$ cat src/rtl/acc_pkg.sv
// Shared types for the compressed accelerator channel.
// The request/response payloads are reused as-is by the credit buffer.
package acc_pkg;

  localparam int unsigned DataWidth             = 32;
  localparam int unsigned NumRs                 = 3;
  localparam int unsigned HartIdWidth           = 8;
  localparam int unsigned AccCreditDepthDefault = 4;

  typedef struct packed {
    logic [31:0]                       instr_data;
    logic [NumRs-1:0][DataWidth-1:0]   rs;
    logic [NumRs-1:0]                  rs_valid;
    logic [HartIdWidth-1:0]            hart_id;
  } acc_c_req_chan_t;

  typedef struct packed {
    logic [4:0]             rd;
    logic [DataWidth-1:0]   data;
    logic                   error;
    logic                   dualwb;
    logic [HartIdWidth-1:0] hart_id;
  } acc_c_rsp_chan_t;

  typedef struct packed {
    logic            q_valid;
    acc_c_req_chan_t q;
    logic            p_ready;
  } acc_c_req_t;

  typedef struct packed {
    logic            q_ready;
    logic            p_valid;
    acc_c_rsp_chan_t p;
  } acc_c_rsp_t;

endpackage

$ cat src/rtl/acc_rsp_fifo.sv
// Response FIFO with flop storage: an entry pushed in one cycle is visible at
// dout the next cycle, never in the same cycle.
module acc_rsp_fifo #(
  parameter int unsigned Depth = 4,
  parameter type data_t = logic,
  localparam int unsigned CntW = $clog2(Depth + 1)
) (
  input  logic            clk,
  input  logic            rst_n,
  input  logic            push,
  input  data_t           din,
  input  logic            pop,
  output data_t           dout,
  output logic            full,
  output logic            empty,
  output logic [CntW-1:0] count
);

  localparam int unsigned PtrW = (Depth > 1) ? $clog2(Depth) : 1;

  // Sized to the pointer range so every pointer value indexes a real entry.
  data_t mem [2**PtrW];

  logic [PtrW-1:0] wr_ptr_reg;
  logic [PtrW-1:0] rd_ptr_reg;
  logic [CntW-1:0] count_reg;
  logic            do_push;
  logic            do_pop;

  // Wrap explicitly at Depth-1 so non-power-of-two depths work.
  function automatic logic [PtrW-1:0] ptr_inc(input logic [PtrW-1:0] ptr);
    return (ptr == PtrW'(Depth - 1)) ? '0 : ptr + 1'b1;
  endfunction

  assign full    = (count_reg == CntW'(Depth));
  assign empty   = (count_reg == '0);
  assign count   = count_reg;
  assign do_push = push & ~full;
  assign do_pop  = pop & ~empty;
  assign dout    = mem[rd_ptr_reg];

  always_ff @(posedge clk) begin
    if (do_push) begin
      mem[wr_ptr_reg] <= din;
    end
  end

  always_ff @(posedge clk) begin
    if (!rst_n) begin
      wr_ptr_reg <= '0;
      rd_ptr_reg <= '0;
      count_reg  <= '0;
    end else begin
      if (do_push) begin
        wr_ptr_reg <= ptr_inc(wr_ptr_reg);
      end
      if (do_pop) begin
        rd_ptr_reg <= ptr_inc(rd_ptr_reg);
      end
      case ({do_push, do_pop})
        2'b10:   count_reg <= count_reg + CntW'(1);
        2'b01:   count_reg <= count_reg - CntW'(1);
        default: count_reg <= count_reg;
      endcase
    end
  end

endmodule

$ cat src/rtl/acc_c_credit_buffer.sv
// Credit-gated offload stage: caps in-flight offloads at Depth and buffers
// every returning result locally so the core never stalls the fabric.
module acc_c_credit_buffer
  import acc_pkg::*;
#(
  parameter int unsigned Depth = AccCreditDepthDefault,
  localparam int unsigned CntW = $clog2(Depth + 1)
) (
  input  logic            clk_i,
  input  logic            rst_ni,
  input  acc_c_req_t      slv_req_i,
  output acc_c_rsp_t      slv_rsp_o,
  output acc_c_req_t      mst_req_o,
  input  acc_c_rsp_t      mst_rsp_i,
  output logic [CntW-1:0] outstanding_o,
  output logic            idle_o,
  output logic            err_o
);

  logic [CntW-1:0] outstanding_reg;
  logic [CntW-1:0] outstanding_next;
  logic            err_reg;
  logic            err_next;
  logic            credit_ok;
  logic            issue;
  logic            pop;
  logic            push;
  logic            fifo_full;
  logic            fifo_empty;
  logic [CntW-1:0] fifo_count;
  acc_c_rsp_chan_t fifo_head;

  // Only registered state feeds the credit check, keeping the request path
  // free of any dependency on the response handshake.
  assign credit_ok = (outstanding_reg < CntW'(Depth));
  assign issue     = slv_req_i.q_valid & credit_ok & mst_rsp_i.q_ready;
  assign pop       = ~fifo_empty & slv_req_i.p_ready;
  assign push      = mst_rsp_i.p_valid & ~fifo_full;

  always_comb begin
    mst_req_o         = slv_req_i;
    mst_req_o.q_valid = slv_req_i.q_valid & credit_ok;
    mst_req_o.p_ready = ~fifo_full;
  end

  always_comb begin
    slv_rsp_o         = '0;
    slv_rsp_o.q_ready = mst_rsp_i.q_ready & credit_ok;
    slv_rsp_o.p_valid = ~fifo_empty;
    slv_rsp_o.p       = fifo_head;
  end

  acc_rsp_fifo #(
    .Depth  (Depth),
    .data_t (acc_c_rsp_chan_t)
  ) i_rsp_fifo (
    .clk   (clk_i),
    .rst_n (rst_ni),
    .push  (push),
    .din   (mst_rsp_i.p),
    .pop   (pop),
    .dout  (fifo_head),
    .full  (fifo_full),
    .empty (fifo_empty),
    .count (fifo_count)
  );

  always_comb begin
    outstanding_next = outstanding_reg;
    if (issue && !pop) begin
      outstanding_next = outstanding_reg + CntW'(1);
    end else if (pop && !issue && (outstanding_reg != '0)) begin
      outstanding_next = outstanding_reg - CntW'(1);
    end
  end

  // A response is unexpected once every issued offload already has its
  // result buffered; a full FIFO is the extreme case of that.
  assign err_next = err_reg |
                    (mst_rsp_i.p_valid & (fifo_full | (outstanding_reg == fifo_count)));

  always_ff @(posedge clk_i) begin
    if (!rst_ni) begin
      outstanding_reg <= '0;
      err_reg         <= 1'b0;
    end else begin
      outstanding_reg <= outstanding_next;
      err_reg         <= err_next;
    end
  end

  assign outstanding_o = outstanding_reg;
  assign idle_o        = (outstanding_reg == '0);
  assign err_o         = err_reg;

endmodule
$ cat config.mk
export PLATFORM = sky130hd
export DESIGN_NAME = acc_c_credit_buffer
export DESIGN_NICKNAME = d
export VERILOG_FILES = /design/src/rtl/acc_pkg.sv /design/src/rtl/acc_rsp_fifo.sv /design/src/rtl/acc_c_credit_buffer.sv
export SDC_FILE = /design/constraint.sdc
export NUM_CORES = 1
export LEC_CHECK = 0
export ABC_AREA = 1
export CORE_AREA = 2 2 210 109
export CTS_CLUSTER_DIAMETER = 60
export DETAILED_ROUTE_END_ITERATION = 10
export DIE_AREA = 0 0 212 111
export PLACE_DENSITY_LB_ADDON = 0.25
export SYNTH_ARGS = -nofsm -noshare
export SYNTH_HDL_FRONTEND = slang
export SYNTH_SLANG_ARGS = --single-unit
export TNS_END_PERCENT = 100
$ cat constraint.sdc
create_clock -name clk_i -period 3.8 [get_ports clk_i]
set_input_delay 0.57 -clock clk_i [delete_from_list [all_inputs] [get_ports clk_i]]
set_output_delay 0.57 -clock clk_i [all_outputs]
set_load 0.02 [all_outputs]
# Yosys cells after proc, flatten, opt, wreduce, memory -nomap -nowiden
# Memories as Yosys holds them, arrays and structs flattened. A register that Yosys moved wholly into a read port is not among the register bits.
# Index checks and enable logic that the tools add are counted.
[word_totals]
mem_bits_rw = 188
output_inout_bits = 195
n_memories = 1
inputBits = 192
reg_bits = 11
[memory_table]
columns = ["name", "words", "width", "read_ports", "rd_ports_with_merged_regs", "wr", "line_no", "source"]
rows = [
  ["i_rsp_fifo.mem", 4, 47, 1, 1, 1, "acc_rsp_fifo.sv:22", "data_t mem [2**PtrW];"],
]
[classes]
mux = 9
n_addsub = 6
bitwise = 12
n_eq_ne = 6
magnitude_cmp = 1
n_reduce_logical = 10
[op_table]
columns = ["op", "n"]
rows = [
  ["$and 1x1->1", 8],
  ["$mux 2", 4],
  ["$add 3x1->3 const B", 2],
  ["$eq 2x2->1 const B", 3],
  ["$logic_not 3->1", 2],
  ["$mux 3", 2],
  ["$pmux 3 s2", 1],
  ["$sub 3x1->3 const B", 2],
  ["$add 2x1->2 const B", 2],
  ["$reduce_bool 2->1", 2],
  ["$eq 3x3->1", 1],
  ["$eq 3x3->1 const B", 1],
  ["$logic_and 1x1->1", 3],
  ["$lt 3x3->1 const B", 1],
  ["$reduce_bool 3->1", 1],
  ["$eq 2x1->1 const B", 1],
  ["$logic_not 1->1", 2],
  ["$mux 1", 2],
  ["$not 1->1", 2],
  ["$or 1x1->1", 2],
]

# Longest topological paths before layout
# Gate-level depths: netlist of run 1.
[logic_depth]
word_depth = 8
depth_mapped = 10
mapped_depth_nobuf = 10

# By module
# From an unflattened synthesis of run 1, not the netlist that was laid out.
[hier_totals]
cells_unflattened = 716
hier_area_um2 = 9221.3
[modules_own_cells]
columns = ["mod", "cells_per_inst", "n_inst", "area_per_inst_um2"]
rows = [
  ["acc_rsp_fifo", 525, 1, 7875.1],
  ["acc_c_credit_buffer", 191, 1, 1346.3],
]

# Worst setup path before layout of run 1
# Ideal clock, no wire load.
[synth_path]
kind = "reg2reg"
start = "reg i_rsp_fifo.count_reg[1], in the netlist i_rsp_fifo.count[1]"
end = "mem i_rsp_fifo.mem[0][0] in the netlist's numbering, enable pin"
setup_ns = 0.452
path_stages_with_launch = 5
t_arrival_ns = 2.703
path_slack_ns = 0.645
period_less_slack_ns = 3.155
cell_sequence = "dfxtp_1 > nor2_4 > nand2_2 > nand2_4 > nor2_1"
[synth_rtl]
columns = ["item", "line_no", "source"]
rows = [
  ["start: declaration", "acc_rsp_fifo.sv:26", "logic [CntW-1:0] count_reg;"],
  ["start signal: assignment", "acc_rsp_fifo.sv:61", "2'b10: count_reg <= count_reg + CntW'(1);"],
  ["start signal: assignment", "acc_rsp_fifo.sv:62", "2'b01: count_reg <= count_reg - CntW'(1);"],
  ["start signal: assignment", "acc_rsp_fifo.sv:63", "default: count_reg <= count_reg;"],
  ["end: declaration", "acc_rsp_fifo.sv:22", ""],
]

==> run metrics, run 1 <==
# DRC=0; Num CTS Buffers=19; max FFs per register=approximately 190; Fin Setup TNS=0 ns; highest ir drop seen on vdd=roughly 380 uV; fmax=287.0 MHz; GRT overflow=0; final worst-path cycle share=91.68%; Initial Util=roughly two fifths; worst r2r src=i_rsp_fifo.count[0]$_SDFFE_PN0P_; final WL=~21 mm; RSZ-0062 raised after global routing=false; Layout Cells excl Fill=about 1000; Critical Path, Cell by Cell=inv_4, buf_12, nor2_1, o22ai_1, clkdlybuf4s50_1; ys async rst share=0%; minimum clock period=about 3.5 ns; max_slew headroom=between 40% and 50%; r2r setup slk=approximately 1.8 ns; Hold Slack=0.4978 ns; Avg Cell Area, Syn=13.29 um^2; R2R cell count=10; Placement Cell Area=9520 um^2; register area share after synthesis=64.31%; Crit path required time=between 3 and 4 ns; DP HPWL=13.57 mm; Comb pwr share=between 30 and 40%; Pleak=~0.0034 uW; peak per-stage delay on the critical path=between 0.6 and 0.7 ns; placed instance count=949; Layout Skew=0.008642 ns; DIE WIDTH=212 um; total global-route track usage=around 18%; CTS tree=done; Net Sw Power=2625 uW; num rows=39; Sink Count=~200; cell area after synthesis=a little over 9000 um^2; post-route ant nets=0; Final Hold Viols=0; CTS Hold Buffers Added=0; Wirelength per Cell=21.23 um; Seq pwr share=37.6%; most frequent cells in the layout=188 x edfxtp_1, 108 x clkdlybuf4s50_1, 81 x o21ai_0, 80 x nor2_1, 32 x nor2_4; Setup crit end kind=output pin; Setup CP Type=flip-flop to output pin; total power=~7700 uW; share of layout cells above drive strength 1=between 10% and 20%; commonest non-fill, non-tap cell in the layout=edfxtp_1; Worst-Margin Slew=between 0.7 and 0.8 ns; Setup crit start kind=flip-flop; Clock power frac=around a quarter; CP Capture Point=slv_rsp_o[35]; switching part of the total=34.29%; Pre-Repair DR Iteration Count=5; post-route cell area=about 10000 um^2; clock transition at the registers of the reported paths=0.06 ns; crit-path max FO=50; die height=~110 um; Int Pwr=roughly 5000 uW; first-pass GRT wire length=a little over 30 mm; post-cts sizing count=0; clk buf depth=3; final setup fails=0; later-pin clock latency in the skew report=0.48 ns; HP Class=flip-flop to flip-flop; Synthesis Warnings=0; Critical Path AT=around 2.9 ns; Post-CTS Setup Bufs=0; fin nets=863; I/O Buffers=roughly 110; post-DR vias/cell=approximately 5.2; Pins Over Slew Limit=0; IO Count=between 300 and 400; Post-synth EDFFs=around 190; FF-to-FF End=i_rsp_fifo.count[2]$_SDFFE_PN0P_; H-tree levels=1; syn_nets=slightly below 900; Max Cap Viol=0; antenna violations before repair=2; Seq cells post-synth=roughly 200; Critical-path top delay cell=clkdlybuf4s50_1; ys flop type=edfxtp_1; status=finished clean; synth unique cells=28; clk root buf=clkbuf_16; Vias=5068; vias in the first global route=5194; area of the core=about 22000 um^2; P&R area growth vs syn=10.61%; initial drt markers=~340; Syn Inst Count=just under 700; DIE AREA=around 24000 um^2; Placer Congestion=approximately 0.76; largest net degree at the start of global routing=51; pwr/cell area=about 750 nW/um^2
-- worst max-delay path: cells and delay by family (launching register included) --
kind            cells  cell delay, ns
compound gates      1            0.35
buf+inv             3            1.48
flops               1            0.50
simple gates        1            0.08
-- final cells by class --
class | instances | area, um^2
Multi-Input combinational cell | 298 | 1953
Fill cell | 1936 | 11850
Clock inverter | 8 | 136.4
Antenna cell | 1 | 2.502
Clock buffer | 25 | 498.0
Timing Repair Buffer | 120 | 1184
Tap cell | 307 | 384.1
Inverter | 23 | 88.84
Sequential cell | 201 | 5911
-- Yosys cell counts, types with 5 or more instances --
library cell    n  area [um^2]
ha_1            6        75.07
nor2_1         84        315.3
buf_4         140         1051
nand2_1         5        18.77
buf_2           8        40.04
inv_2           6        22.52
clkbuf_1       13        48.80
dfxtp_1        13        260.3
o22ai_1        20        125.1
inv_1          16        60.06
edfxtp_1      188         5645
o22ai_2        27        337.8
o21ai_0        81        405.4
o21ai_1        18        90.09
nor2_4         28        315.3
a21oi_1         8        40.04
-- power groups by stage --
stage	Sequential [uW]	Clock [uW]	Combinational, uW
floorplan	2840	0	1990
global placement	2920	0	2790
detailed placement	2930	0	2850
CTS	2880	2000	2870
global route	2910	2100	3060
finish	2880	1950	2830
-- through the flow --
stage               util [%]  setup WS, ns
floorplan                  -        0.6451
global placement       43.26        0.8305
detailed placement     43.26        0.7990
CTS                    46.14        0.2912
global route           46.15        0.1728
finish                 46.15        0.3160
-- how the worst min path moves through the flow --
stage	from	slack [ns]	endpoint	cells past startpoint
final	err_o$_SDFF_PN0_	0.50	err_o$_SDFF_PN0_	2
after global routing	i_rsp_fifo.rd_ptr_reg[1]$_SDFFE_PN0N_	0.54	flip-flop	2
after floorplan	i_rsp_fifo.rd_ptr_reg[1]$_SDFFE_PN0N_	0.48	flip-flop	2
after global placement	err_o$_SDFF_PN0_	0.48	err_o$_SDFF_PN0_	2
after detailed placement	err_o$_SDFF_PN0_	0.46	err_o$_SDFF_PN0_	2
after CTS	err_o$_SDFF_PN0_	0.50	err_o$_SDFF_PN0_	2
-- logic make-up (layout without fill, tap and decap cells) --
kind of cell	Yosys count	after routing	synth area share, %
compound gates	160	160	11.53
xor+xnor	3	3	0.2862
fa+ha+maj	8	8	1.254
buf+inv	192	176	14.74
flops	201	201	64.31
other cells	0	1	0
simple gates	127	127	7.876
-- layer usage --
layer  vias up  wire, um  track usage [%]
li1       2258         -                -
met1      2478      9330            24.38
met2       279      8456            23.87
met3        49      2339            7.960
met4         4       656            5.869
met5         -        85            3.879
No activity file was read; power rests on OpenSTA's default activity.
==> run 2, diff against run 1 <==
Settings changed: RECOVER_POWER set to 25.
==> run 2 against run 1 <==
Effect of this change: clock skew hardly changed; combinational power about the same; fmax is 0.64% lower; first-iteration DRC count is 11% higher; worst hold slack about the same; wire length is 0.15% lower.
==> run metrics, run 2 (synthesis gave the netlist of run 1 again) <==
status=finished clean; final worst-path cycle share=between 90% and 100%; Vias=5058; delay-heaviest family, CP=buffers and inverters; clk root buf=clkbuf_16; num rows=39; Critical Path, Cell by Cell=inv_4, buf_12, o21ai_0, o22ai_1, clkdlybuf4s50_1; Num CTS Buffers=19; highest ir drop seen on vdd=approximately 380 uV; Critical Path AT=2.94 ns; later-pin clock latency in the skew report=0.47 ns; initial drt markers=380; final WL=20.84 mm; total power=7649 uW; commonest non-fill, non-tap cell in the layout=edfxtp_1; Hold Path Origin=err_o$_SDFF_PN0_; Pre-Repair DR Iteration Count=4; total global-route track usage=approximately 18%; # DRC=0; DP HPWL=13.57 mm; I/O Buffers=108; CTS tree=done; Setup CP Type=flip-flop to output pin; peak per-stage delay on the critical path=slightly below 0.7 ns; Crit path required time=roughly 3.2 ns; Worst Hold End=err_o$_SDFF_PN0_; FF-to-FF End=i_rsp_fifo.count[2]$_SDFFE_PN0P_; die height=about 110 um; post-cts sizing count=0; met2 usage=a little under a quarter; area of the core=around 22000 um^2; first-pass GRT wire length=30.97 mm; Worst-Margin Slew=just under 0.8 ns; Sink Count=between 200 and 250; worst r2r src=i_rsp_fifo.count[0]$_SDFFE_PN0P_; worst hold stages=2; minimum clock period=roughly 3.5 ns; Setup crit end kind=output pin; RSZ-0062 raised after global routing=false; HP Class=flip-flop to flip-flop; share of layout cells above drive strength 1=17.04%; final setup fails=0; IO Count=387; Final Hold Viols=0; R2R cell count=10; Max Cap Viol=0; Pins Over Slew Limit=0; DIE WIDTH=roughly 210 um; Post-CTS Setup Bufs=0; Critical-path top delay cell=clkdlybuf4s50_1; area of the multi-input gates=1953 um^2; CTS Hold Buffers Added=0; P&R area growth vs syn=10.64%; max FFs per register=around 190; Pleak=between 0.003 and 0.004 uW; Placer Congestion=about 0.76; Setup crit start kind=flip-flop; H-tree levels=1; post-route ant nets=0; fmax=roughly 290 MHz; WP buf/inv=3; DIE AREA=23530 um^2; crit-path max FO=50; r2r setup slk=1.85 ns; GRT met3 Usage=7.960%; most used routing layer=met1; fin nets=approximately 860; max_slew headroom=48.72%; largest net degree at the start of global routing=51; pwr/cell area=around 750 nW/um^2; clock transition at the registers of the reported paths=0.06 ns; most frequent cells in the layout=188 x edfxtp_1, 81 x o21ai_0, 80 x nor2_1, 71 x clkdlybuf4s50_1, 37 x dlygate4sd3_1; GRT overflow=0; Fin Setup TNS=0 ns; met1 Usage GRT=24.38%; antenna violations before repair=3; Wirelength per Cell=21.17 um; post-DR vias/cell=~5.1; area of all sequential standard cells=5911 um^2; clk buf depth=3; Hold Slack=approximately 0.5 ns; Initial Util=between 40% and 50%; Layout Skew=0.008642 ns; layout filler cell count=approximately 1900; vias in the first global route=roughly 5200
## run 2: through the flow
| stage | utilization (%) | worst slack, ns | area [um^2] | cells |
|---|---|---|---|---|
| after floorplan | - | 0.6451 | 9183 | 691 |
| after global placement | 43.26 | 0.8305 | 9520 | 949 |
| after detailed placement | 43.26 | 0.7990 | 9520 | 949 |
| after CTS | 46.14 | 0.2912 | 10150 | 982 |
| after global routing | 46.17 | 0.1728 | 10160 | 984 |
| final | 46.17 | 0.2935 | 10160 | 984 |
## run 2: final cells by class
| type | instances | area share, % |
|---|---|---|
| antenna | 2 | 0.04926 |
| clock buffer | 25 | 4.902 |
| clock inverter | 8 | 1.342 |
| inverter | 23 | 0.8744 |
| multi-input combinational | 298 | 19.22 |
| sequential | 201 | 58.18 |
| tap | 307 | 3.781 |
| timing repair buffer | 120 | 11.65 |
## run 2: tightest hold or removal path: cells and delay by family (launching register included)
kind	cells	cell delay, ns
AO/OA/AOI/OAI	1	0.05
flip-flops	1	0.34
AND/OR/NAND/NOR	1	0.08
## run 2: power breakdown
group | internal [uW] | total [uW] | switching [uW]
Clock | 1190 | 1950 | 757
Sequential | 2680 | 2880 | 197
Combinational | 1150 | 2820 | 1670
Total | 5020 | 7650 | 2630
## run 2: worst max path at each step
stage                                     startpoint                        endpoint  slack, ns  cells past startpoint
floorplan           i_rsp_fifo.count[1]$_SDFFE_PN0P_  i_rsp_fifo.mem[0][0]$_DFFE_PP_       0.65                      4
global placement                           flip-flop                   slv_rsp_o[32]       0.83                      5
detailed placement                         flip-flop                   slv_rsp_o[35]       0.80                      5
CTS                                        flip-flop                   slv_rsp_o[35]       0.29                      5
global route                               flip-flop                   slv_rsp_o[32]       0.17                      5
finish                                     flip-flop                   slv_rsp_o[32]       0.29                      5
## run 2: metal layers
layer / vias up / routed length (um)
met5: - / 85
met4: 4 / 652
met3: 46 / 2328
met2: 269 / 8473
met1: 2477 / 9296
li1: 2262 / -
==> run 3, diff against run 2 <==
--- a/config.mk
+++ b/config.mk
@@ -12,2 +12,3 @@
 export DIE_AREA = 0 0 212 111
+export MAX_ROUTING_LAYER = met4
 export PLACE_DENSITY_LB_ADDON = 0.25
==> constraint.sdc (replaced) <==
create_clock -name clk_i -period 3.8 [get_ports clk_i]
set_input_delay 1.14 -clock clk_i [delete_from_list [all_inputs] [get_ports clk_i]]
set_output_delay 1.14 -clock clk_i [all_outputs]
set_load 0.02 [all_outputs]
==> run 3 against run 2 <==
Effect of this change: worst setup slack lost 0.21 ns; count of clock-buffer cells in the layout grew 1; total power grew 1.0%; highest routed layer is now met4.
==> run metrics, run 3 (synthesis gave the netlist of run 1 again) <==
DIE WIDTH=212 um; largest net degree at the start of global routing=95; Crit path required time=about 2.7 ns; clk root buf=clkbuf_16; DIE AREA=approximately 24000 um^2; post-route ant nets=0; Fin Setup TNS=0 ns; # DRC=0; first-pass GRT wire length=about 30 mm; Initial Util=between 40% and 50%; Final Hold Viols=0; num rows=39; most frequent cells in the layout=188 x edfxtp_1, 81 x o21ai_0, 80 x nor2_1, 71 x clkdlybuf4s50_1, 37 x dlygate4sd3_1; pwr/cell area=754.2 nW/um^2; Clock power frac=between 20% and 30%; Post-CTS Setup Bufs=0; Net Sw Power=about 2600 uW; post-cts sizing count=0; GRT overflow=0; placed instance count=950; Critical-path top delay cell=clkdlybuf4s50_1; post-DR vias/cell=slightly above 5; Pins Over Slew Limit=0; Int Pwr=5087 uW; minimum clock period=around 3.7 ns; switching part of the total=roughly a third; Sink Count=~200; antenna violations before repair=2; Critical Path, Cell by Cell=inv_4, buf_4, nor2_1, o22ai_1, clkdlybuf4s50_1; Num CTS Buffers=20; RSZ-0062 raised after global routing=false; H-tree levels=1; later-pin clock latency in the skew report=between 0.4 and 0.5 ns; fin nets=865; DP HPWL=roughly 13 mm; HP Class=flip-flop to flip-flop; fmax=between 200 and 300 MHz; share of layout cells above drive strength 1=17.60%; CTS Hold Buffers Added=0; Worst-Margin Slew=~0.55 ns; status=finished clean; Vias=between 5000 and 6000; Pre-Repair DR Iteration Count=4; Wirelength per Cell=20.70 um; Pleak=~0.0034 uW; Setup crit end kind=output pin; Seq pwr share=between 30% and 40%; final setup fails=0; delay-heaviest family, CP=buffers and inverters; WP buf/inv=3; Setup CP Type=flip-flop to output pin; CTS tree=done; Critical Path AT=between 2 and 3 ns; clock transition at the registers of the reported paths=about 0.060 ns; vias in the first global route=5030; max_slew headroom=between 60 and 70%; total global-route track usage=between 10% and 20%; Layout Skew=0.009266 ns; IO Count=slightly below 400; die height=111 um; Max Cap Viol=0; area of the core=approximately 22000 um^2; crit-path max FO=30; Setup crit start kind=flip-flop; I/O Buffers=between 100 and 150; max FFs per register=~190; commonest non-fill, non-tap cell in the layout=edfxtp_1; Placer Congestion=slightly above 0.7; Comb pwr share=between 30% and 40%; P&R area growth vs syn=11.57%; clk buf depth=3; peak per-stage delay on the critical path=~0.67 ns; Layout Cells excl Fill=985; highest ir drop seen on vdd=between 300 and 400 uV; final WL=approximately 20 mm; initial drt markers=between 300 and 400; final worst-path cycle share=a little over nine tenths
[run 3: cell types whose count changed in the layout (fill, tap and decap cells not counted)]
cell       previous run  this run
buf_12                1         5
buf_4                11         8
bufinv_16             4         3
clkbuf_1              6         4
clkbuf_16            19        21
clkbuf_8              0         1
clkinv_1              3         2
clkinv_2              1         2
[run 3: worst paths after layout]
kind                                          from                          endpoint  slack [ns]  cells after the start
setup / recovery                         flip-flop                     slv_rsp_o[31]        0.09                      5
hold / removal                    err_o$_SDFF_PN0_                  err_o$_SDFF_PN0_        0.52                      2
setup reg to reg  i_rsp_fifo.count[0]$_SDFFE_PN0P_  i_rsp_fifo.count[2]$_SDFFE_PN0P_        1.80                     10
hold reg to reg                   err_o$_SDFF_PN0_                  err_o$_SDFF_PN0_        0.52                      2
[run 3: tightest hold or removal path, stage by stage, from the launching register on]
cell,delay [ns]
dfxtp_1,0.35
a21oi_1,0.05
nor2_1,0.08
[run 3: per-layer routing]
layer / vias to the layer above / global-route usage (%) / share of wire [%]
met5: - / - / 0
met4: 0 / 5.352 / 2.9
met3: 42 / 8.074 / 12
met2: 266 / 23.58 / 42
met1: 2442 / 23.01 / 43
li1: 2266 / - / -
[run 3: per-stage QoR]
step | power (uW) | hold WS [ns] | worst slack (ns) | utilization, % | cell area, um^2
CTS | 7825 | 0.5233 | 0.08723 | 46.53 | 10240
global placement | 5759 | 0.4755 | 0.3128 | 43.52 | 9578
finish | 7727 | 0.5198 | 0.08833 | 46.55 | 10240
floorplan | 4831 | 0.4816 | 0.1519 | - | 9183
global route | 8100 | 0.5489 | 0.008337 | 46.55 | 10240
detailed placement | 5823 | 0.4935 | 0.2736 | 43.52 | 9578
[run 3: cell type report]
class | instances | area [um^2]
sequential | 201 | 5911
inverter | 23 | 88.84
multi-input combinational | 298 | 1953
tap | 307 | 384.1
clock buffer | 26 | 554.3
timing repair buffer | 121 | 1241
antenna | 2 | 5.005
clock inverter | 7 | 107.6
fill | 1923 | 11760
[run 3: power groups by stage]
stage / clock (uW) / combinational, uW / sequential (uW)
finish: 1990 / 2960 / 2780
global route: 2120 / 3180 / 2810
CTS: 2040 / 3010 / 2780
detailed placement: 0 / 2990 / 2830
global placement: 0 / 2940 / 2820
floorplan: 0 / 1990 / 2840
